$ cat src/rtl/ysyx_24080006_trap_ctrl_if.sv
// Trap controller handshake bundle: request side from the pipeline and
// redirect side toward fetch.
interface ysyx_24080006_trap_ctrl_if;
    logic        exc_valid;
    logic [4:0]  exc_cause;
    logic [31:0] exc_pc;
    logic [31:0] exc_tval;
    logic        mret_valid;
    logic        exc_ready;
    logic        redirect_valid;
    logic [31:0] redirect_pc;
    logic        redirect_ready;

    // Pipeline/fetch side
    modport master (
        output exc_valid, exc_cause, exc_pc, exc_tval, mret_valid, redirect_ready,
        input  exc_ready, redirect_valid, redirect_pc
    );

    // Trap controller side
    modport slave (
        input  exc_valid, exc_cause, exc_pc, exc_tval, mret_valid, redirect_ready,
        output exc_ready, redirect_valid, redirect_pc
    );
endinterface

$ cat src/rtl/ysyx_24080006_trap_ctrl.sv
// Trap/mret sequencer: accepts one request, drains the LSU (bounded by
// DRAIN_MAX), commits CSR side effects for one cycle, then holds a fetch
// redirect until fetch accepts it.
module ysyx_24080006_trap_ctrl #(
    parameter int unsigned DRAIN_MAX = 16
) (
    input  logic                            clock,
    input  logic                            reset,
    ysyx_24080006_trap_ctrl_if.slave        tif,
    input  logic                            lsu_busy,
    input  logic [31:0]                     mtvec,
    input  logic [31:0]                     mepc,
    output logic                            flush,
    output logic                            csr_trap_we,
    output logic [31:0]                     csr_mepc,
    output logic [31:0]                     csr_mcause,
    output logic [31:0]                     csr_mtval,
    output logic                            csr_mret,
    output logic                            busy,
    output logic                            drain_timeout
);

    typedef enum logic [1:0] {
        S_IDLE,
        S_DRAIN,
        S_COMMIT,
        S_REDIRECT
    } state_t;

    // Counter value seen in the DRAIN_MAX-th drain cycle
    localparam logic [7:0] CNT_LAST = 8'(DRAIN_MAX - 1);

    state_t      state_q, state_d;
    logic        is_mret_q, is_mret_d;
    logic [31:0] mepc_q, mepc_d;
    logic [31:0] mcause_q, mcause_d;
    logic [31:0] mtval_q, mtval_d;
    logic [7:0]  cnt_q, cnt_d;
    logic [31:0] redirect_pc_q, redirect_pc_d;

    logic in_drain, drain_last;

    assign in_drain   = (state_q == S_DRAIN);
    assign drain_last = in_drain && (cnt_q == CNT_LAST);

    // Next-state and latched-payload logic
    always_comb begin
        state_d       = state_q;
        is_mret_d     = is_mret_q;
        mepc_d        = mepc_q;
        mcause_d      = mcause_q;
        mtval_d       = mtval_q;
        cnt_d         = cnt_q;
        redirect_pc_d = redirect_pc_q;
        case (state_q)
            S_IDLE: begin
                if (tif.exc_valid || tif.mret_valid) begin
                    // a trap takes priority over a simultaneous mret
                    is_mret_d = !tif.exc_valid;
                    mepc_d    = tif.exc_pc & 32'hFFFF_FFFE;
                    mcause_d  = {27'b0, tif.exc_cause};
                    mtval_d   = tif.exc_tval;
                    cnt_d     = 8'd0;
                    state_d   = S_DRAIN;
                end
            end
            S_DRAIN: begin
                cnt_d = cnt_q + 8'd1;
                if (!lsu_busy || drain_last) begin
                    state_d = S_COMMIT;
                end
            end
            S_COMMIT: begin
                // target sampled from the CSR file in this cycle
                redirect_pc_d = is_mret_q ? (mepc & 32'hFFFF_FFFE)
                                          : (mtvec & 32'hFFFF_FFFC);
                state_d       = S_REDIRECT;
            end
            S_REDIRECT: begin
                if (tif.redirect_ready) begin
                    state_d = S_IDLE;
                end
            end
            default: state_d = S_IDLE;
        endcase
    end

    // State and payload registers with synchronous reset
    always_ff @(posedge clock) begin
        if (reset) begin
            state_q       <= S_IDLE;
            is_mret_q     <= 1'b0;
            mepc_q        <= 32'd0;
            mcause_q      <= 32'd0;
            mtval_q       <= 32'd0;
            cnt_q         <= 8'd0;
            redirect_pc_q <= 32'd0;
        end else begin
            state_q       <= state_d;
            is_mret_q     <= is_mret_d;
            mepc_q        <= mepc_d;
            mcause_q      <= mcause_d;
            mtval_q       <= mtval_d;
            cnt_q         <= cnt_d;
            redirect_pc_q <= redirect_pc_d;
        end
    end

    // Pulses are suppressed while reset is held so an aborted sequence emits nothing
    assign tif.exc_ready      = (state_q == S_IDLE) && !reset;
    assign tif.redirect_valid = (state_q == S_REDIRECT);
    assign tif.redirect_pc    = redirect_pc_q;
    assign flush              = in_drain && (cnt_q == 8'd0) && !reset;
    assign drain_timeout      = drain_last && lsu_busy && !reset;
    assign csr_trap_we        = (state_q == S_COMMIT) && !is_mret_q && !reset;
    assign csr_mret           = (state_q == S_COMMIT) && is_mret_q && !reset;
    assign csr_mepc           = mepc_q;
    assign csr_mcause         = mcause_q;
    assign csr_mtval          = mtval_q;
    assign busy               = (state_q != S_IDLE);

endmodule

$ cat src/flat_wrapper.sv
// flat-port wrapper written by rule: the top's interface ports become plain ports
module ysyx_24080006_trap_ctrl_flat 
#(
    parameter int unsigned DRAIN_MAX = 16
)
  (clock, reset, lsu_busy, mtvec, mepc, flush, csr_trap_we, csr_mepc, csr_mcause, csr_mtval, csr_mret, busy, drain_timeout, tif_exc_valid, tif_exc_cause, tif_exc_pc, tif_exc_tval, tif_mret_valid, tif_redirect_ready, tif_exc_ready, tif_redirect_valid, tif_redirect_pc);
  ysyx_24080006_trap_ctrl_if tif_i ();
  input  logic clock;
  input  logic reset;
  input  logic lsu_busy;
  input  logic [31:0] mtvec;
  input  logic [31:0] mepc;
  output logic flush;
  output logic csr_trap_we;
  output logic [31:0] csr_mepc;
  output logic [31:0] csr_mcause;
  output logic [31:0] csr_mtval;
  output logic csr_mret;
  output logic busy;
  output logic drain_timeout;
  input wire logic [$bits(tif_i.exc_valid)-1:0] tif_exc_valid;
  input wire logic [$bits(tif_i.exc_cause)-1:0] tif_exc_cause;
  input wire logic [$bits(tif_i.exc_pc)-1:0] tif_exc_pc;
  input wire logic [$bits(tif_i.exc_tval)-1:0] tif_exc_tval;
  input wire logic [$bits(tif_i.mret_valid)-1:0] tif_mret_valid;
  input wire logic [$bits(tif_i.redirect_ready)-1:0] tif_redirect_ready;
  output wire logic [$bits(tif_i.exc_ready)-1:0] tif_exc_ready;
  output wire logic [$bits(tif_i.redirect_valid)-1:0] tif_redirect_valid;
  output wire logic [$bits(tif_i.redirect_pc)-1:0] tif_redirect_pc;
  assign tif_i.exc_valid = tif_exc_valid;
  assign tif_i.exc_cause = tif_exc_cause;
  assign tif_i.exc_pc = tif_exc_pc;
  assign tif_i.exc_tval = tif_exc_tval;
  assign tif_i.mret_valid = tif_mret_valid;
  assign tif_i.redirect_ready = tif_redirect_ready;
  assign tif_exc_ready = tif_i.exc_ready;
  assign tif_redirect_valid = tif_i.redirect_valid;
  assign tif_redirect_pc = tif_i.redirect_pc;
  ysyx_24080006_trap_ctrl #(.DRAIN_MAX(DRAIN_MAX)) u_core (.clock(clock), .reset(reset), .tif(tif_i), .lsu_busy(lsu_busy), .mtvec(mtvec), .mepc(mepc), .flush(flush), .csr_trap_we(csr_trap_we), .csr_mepc(csr_mepc), .csr_mcause(csr_mcause), .csr_mtval(csr_mtval), .csr_mret(csr_mret), .busy(busy), .drain_timeout(drain_timeout));
endmodule
$ cat config.mk
export PLATFORM = sky130hd
export DESIGN_NAME = ysyx_24080006_trap_ctrl_flat
export DESIGN_NICKNAME = d
export VERILOG_FILES = /design/src/rtl/ysyx_24080006_trap_ctrl_if.sv /design/src/rtl/ysyx_24080006_trap_ctrl.sv /design/src/flat_wrapper.sv
export SDC_FILE = /design/constraint.sdc
export NUM_CORES = 1
export LEC_CHECK = 0
export ABC_AREA = 1
export CAP_MARGIN = 40
export CORE_ASPECT_RATIO = 0.8
export CORE_MARGIN = 5
export CORE_UTILIZATION = 41
export DETAILED_ROUTE_END_ITERATION = 7
export PLACE_DENSITY = 0.85
export RECOVER_POWER = 50
export SYNTH_ARGS = -nofsm -noshare
export SYNTH_HDL_FRONTEND = slang
export SYNTH_SLANG_ARGS = --single-unit
$ cat constraint.sdc
create_clock -name clock -period 4.1 [get_ports clock]
set_input_delay 0.615 -clock clock [delete_from_list [all_inputs] [get_ports clock]]
set_output_delay 0.615 -clock clock [all_outputs]
set_load 0.01 [all_outputs]
; Yosys cells after proc, flatten, opt, wreduce, memory -nomap -nowiden
; Index checks and enable logic that the tools add are counted.
[op_classes]
addsub = 1
mul = 0
div_mod_pow = 0
magnitude_cmp = 0
n_eq_ne = 7
shifts = 0
muxes = 7
bitwise_logic = 0
n_reduce_logical = 23
[op_table]
columns = operator, count
row1 = $mux W32, 1
row2 = $pmux W8 S2, 1
row3 = $logic_and A1 B1 Y1, 10
row4 = $add A8 B1 Y8 const B, 1
row5 = $eq A8 B4 Y1 const B, 1
row6 = $logic_not A8 Y1, 1
row7 = $mux W8, 1
row8 = $pmux W2 S4, 1
row9 = $mux W2, 3
row10 = $eq A2 B2 Y1 const B, 2
row11 = $logic_not A1 Y1, 4
row12 = $ne A2 B2 Y1 const B, 2
row13 = $reduce_and A2 Y1, 2
row14 = $reduce_bool A2 Y1, 2
row15 = $reduce_and A3 Y1, 1
row16 = $eq A2 B1 Y1 const B, 1
row17 = $logic_not A2 Y1, 1
row18 = $logic_or A1 B1 Y1, 2
row19 = $ne A2 B1 Y1 const B, 1
[word_totals]
regBits = 111
latch_bits = 0
ramBits = 0
mem_bits_ro = 0
output_inout_bits = 135
elab_cells = 45
mem_count = 0

; Longest topological paths before layout
[logic_depth]
ltp_word = 5
depth_mapped = 10
mapped_depth_nobuf = 10

; Least setup slack after synthesis
; Ideal clock, no wire load.
[synth_path]
kind = input port to output port
start = input reset
end = output drain_timeout
arrival_ns = 1.254
t_required_ns = 3.485
slack_ns = 2.231
cell_stages = 5
path_buffers = 2
cell_sequence = inv_2 buf_2 clkbuf_2 nand2_1 nor2_1
[synth_via]
elab_chain_cells = 2
[synth_lines]
columns = element, line
row1 = "start, declared", flat_wrapper.sv:9  ; input logic reset;
row2 = $logic_not A1 Y1, ysyx_24080006_trap_ctrl.sv:114  ; assign drain_timeout = drain_last && lsu_busy && !reset;
row3 = $logic_and A1 B1 Y1, ysyx_24080006_trap_ctrl.sv:114
row4 = "end, declared", flat_wrapper.sv:20  ; output logic drain_timeout;
; No other way between the ends.

; Worst setup path in the final report
[layout_path]
start = register u_core.state_q[0]
end = output csr_trap_we
[layout_via]
elab_chain_cells = 3
[layout_lines]
columns = element, line
row1 = "start, declared", ysyx_24080006_trap_ctrl.sv:33  ; state_t state_q, state_d;
row2 = "start signal, assigned", ysyx_24080006_trap_ctrl.sv:99  ; state_q <= state_d;
row3 = $eq A2 B2 Y1, ysyx_24080006_trap_ctrl.sv:115  ; assign csr_trap_we = (state_q == S_COMMIT) && !is_mret_q && !reset;
row4 = $logic_and A1 B1 Y1 (2 in a row), ysyx_24080006_trap_ctrl.sv:115
row5 = "end, declared", flat_wrapper.sv:14  ; output logic csr_trap_we;
; No other way between the ends.

==> flow_summary.yaml <==
yosys:
  synth-main-ff-cell: "dfxtp_1"
  ys_seq_area_share_pct: 47.1
  ys_types: 29
  avgSynthCellArea_um2: 7.31
  synth_edf_count: 0
  async_flop_share_pct: 0
  mappedNetlistArea_mm2: 0.00468
  synth_warnings: 0
  ys_seq_elements: 110
  syn-instance-count: 640
global_routing:
  grt_max_degree: 80
  grt_pass1_wl_um: 21700
  grt_pass1_vias: 4402
  grt.total_usage_pct: 19.7
  grt.overflow.total: 0
  antenna_found_initial: 0
die:
  ios: 274
  dieArea_mm2: 0.0137
  initial_core_util_pct: 42.5
  rows: 34
  die_y_um: 106
  die_w_um: 129
  coreArea_mm2: 0.0110
power_and_ir_drop:
  power_density_mw_per_mm2: 576
  leakage_nw: 3.41
  design_power_total_mw: 4.21
  ir_drop_mv: 0.311
route:
  first_iter_violations: 248
  drt_first_pass_iters: 4
  num_vias: 4698
  drc: 0
  routedWlPerCell_um: 13.9
  wl_um: 14000
  via_per_inst: 4.64
  antenna_left: 0
final_layout:
  nets: 1008
  num_antenna_cells: 0
  layout-drive-gt1-share_pct: 4.26
  fillers: 971
  area_growth_pct: 56.4
  final-seq-area_mm2: 0.00220
  multiInputGateArea_mm2: 0.00201
timing:
  tightest_slew_ps: 1180
  fin_skew_ps: 6.21
  setup_viol: 0
  hold_viol: 0
  period_share_pct: 81.3
  max_freq_ghz: 0.300
  maxSlewHeadroom_pct: 21.0
  tns_ps: 0
  rsz0062_at_grt: "false"
  timing.hold.ws_ps: 475
  slew_viol_final: 0
  finalWorstPathRequiredPeriod_ps: 3330
cts:
  clockBufferDepth: 2
  cts_made_buffers: 9
  clkSlewWorstSetupHoldPaths_ps: 70
  h-tree-depth: 3
  cts_tree: "done"
  root_buffer: "clkbuf_16"
  cts-hold-fix-buffers: 0
  cts_resized: 0
  cts_setup_buffers: 0
  clock_latency_ps: 340
  clock_sinks: 110
worst_setup_path:
  path_common_cell: "inv_1"
  cpPeakStageDelay_ps: 720
  ff2ff_setup_slack_ps: 1570
  worstPathArrival_ps: 2720
  critPathKind: "register to output pin"
  required_ps: 3480
  crit_path_max_fanout: 22
  critPathLaunch: "u_core.state_q[0]$_SDFFE_PP0P_"
  crit_path_cell_trace: "inv_1 -> ha_1 -> buf_4 -> inv_1 -> or2_0 -> nor2_1 -> clkdlybuf4s50_1"
  cp-start-kind: "register"
  rr_startpoint: "u_core.state_q[0]$_SDFFE_PP0P_"
  endpoint_kind: "output pin"
  cpMaxStageDelayCell: "or2_0"
min_path:
  holdCritPathClass: "register to register"
  worstHoldStart: "u_core.csr_mepc[3]$_SDFFE_PP0P_"
placed_design:
  place_congestion: 0.874
  hpwlAfterDp_um: 10500
  io_buffers: 240
flow_run:
  maxCapViolations: 0
status:
  status: "finished, final reports clean"
-- layout make-up --
class	instances	area share (%)
repair buffers	248	33.6
flip-flops and latches	110	30.1
multi-input cells	443	27.4
clock buffers	9	3.08
inverters	51	2.62
well taps	144	2.46
clock inverters	7	0.752
-- per-layer routing --
layer,wire (um),track usage (%),up-vias
li1,-,-,2420
met1,5640,22.5,2103
met2,6970,34.6,154
met3,1150,6.72,21
met4,286,5.86,0
met5,0,0,-
-- logic make-up (layout without fill, tap and decap cells) --
| logic type | count (synthesis) | count (layout) | synth area share [%] |
|---|---|---|---|
| adders and majority gates | 6 | 6 | 1.60 |
| buffers and inverters | 115 | 315 | 12.2 |
| AOI/OAI and AO/OA | 98 | 98 | 12.4 |
| other | 1 | 29 | 0.0801 |
| and+or+nand+nor | 310 | 310 | 26.7 |
| DFF | 110 | 110 | 47.1 |
-- cell usage in the layout, fill, tap and decap left out, types with 9 or more instances in the layout --
| cell | synthesis | routed |
|---|---|---|
| clkdlybuf4s50_1 | 0 | 141 |
| dlygate4sd3_1 | 0 | 99 |
| nand2_1 | 93 | 93 |
| clkbuf_16 | 0 | 9 |
| nand3_1 | 54 | 54 |
| dfxtp_1 | 110 | 110 |
| o21ai_0 | 73 | 73 |
| nor2_1 | 157 | 158 |
| a21oi_1 | 9 | 9 |
| inv_1 | 47 | 48 |
| conb_1 | 1 | 29 |
-- per-stage QoR --
stage | area, um^2 | utilization (%) | worst slack [ps] | instances
6_report | 7320 | 66.4 | 767 | 1012
5_1_grt | 7320 | 66.4 | 592 | 1012
4_1_cts | 7330 | 66.5 | 1010 | 1012
3_5_place_dp | 7050 | 64.0 | 1110 | 996
3_3_place_gp | 7050 | 64.0 | 1120 | 996
2_1_floorplan | 4780 | - | 2230 | 668
-- synthesized netlist by cell type, types with 2 or more instances --
| master | n | area, um^2 |
|---|---|---|
| o21ai_0 | 73 | 365 |
| buf_2 | 18 | 90.1 |
| nor2_1 | 157 | 589 |
| a21oi_1 | 9 | 45.0 |
| ha_1 | 6 | 75.1 |
| nand3_1 | 54 | 270 |
| clkbuf_1 | 13 | 48.8 |
| nand4_1 | 2 | 12.5 |
| inv_1 | 47 | 176 |
| inv_2 | 4 | 15.0 |
| nand2_1 | 93 | 349 |
| o211ai_2 | 8 | 100 |
| buf_4 | 31 | 233 |
| dfxtp_1 | 110 | 2200 |
-- flip-flops by register name, summed over array words and instances (netlist names) --
| signal | count |
|---|---|
| u_core.cnt_q | 8 |
| u_core.csr_mcause | 5 |
| u_core.csr_mepc | 31 |
| u_core.csr_mtval | 32 |
| u_core.is_mret_q | 1 |
| u_core.state_q | 2 |
| u_core.tif.redirect_pc | 31 |
-- worst paths after layout --
check	endpoint	cells after the start
max	csr_trap_we	7
min	u_core.csr_mepc[3]$_SDFFE_PP0P_	2
max reg2reg	u_core.cnt_q[5]$_SDFFE_PP0P_	10
min reg2reg	u_core.csr_mepc[3]$_SDFFE_PP0P_	2
-- power breakdown --
part	switching, mW	internal (mW)	total (mW)
clock network	0.407	0.420	0.827
registers	0.156	1.40	1.55
logic	1.00	0.833	1.84
total	1.57	2.65	4.21
-- worst max-delay path, delay by kind of cell, from the launching register on --
family | cells | cell delay, ps
simple gates | 2 | 860
fa+ha+maj | 1 | 200
flops | 1 | 400
buf+inv | 4 | 920
Power figures use the tool's default switching activity.
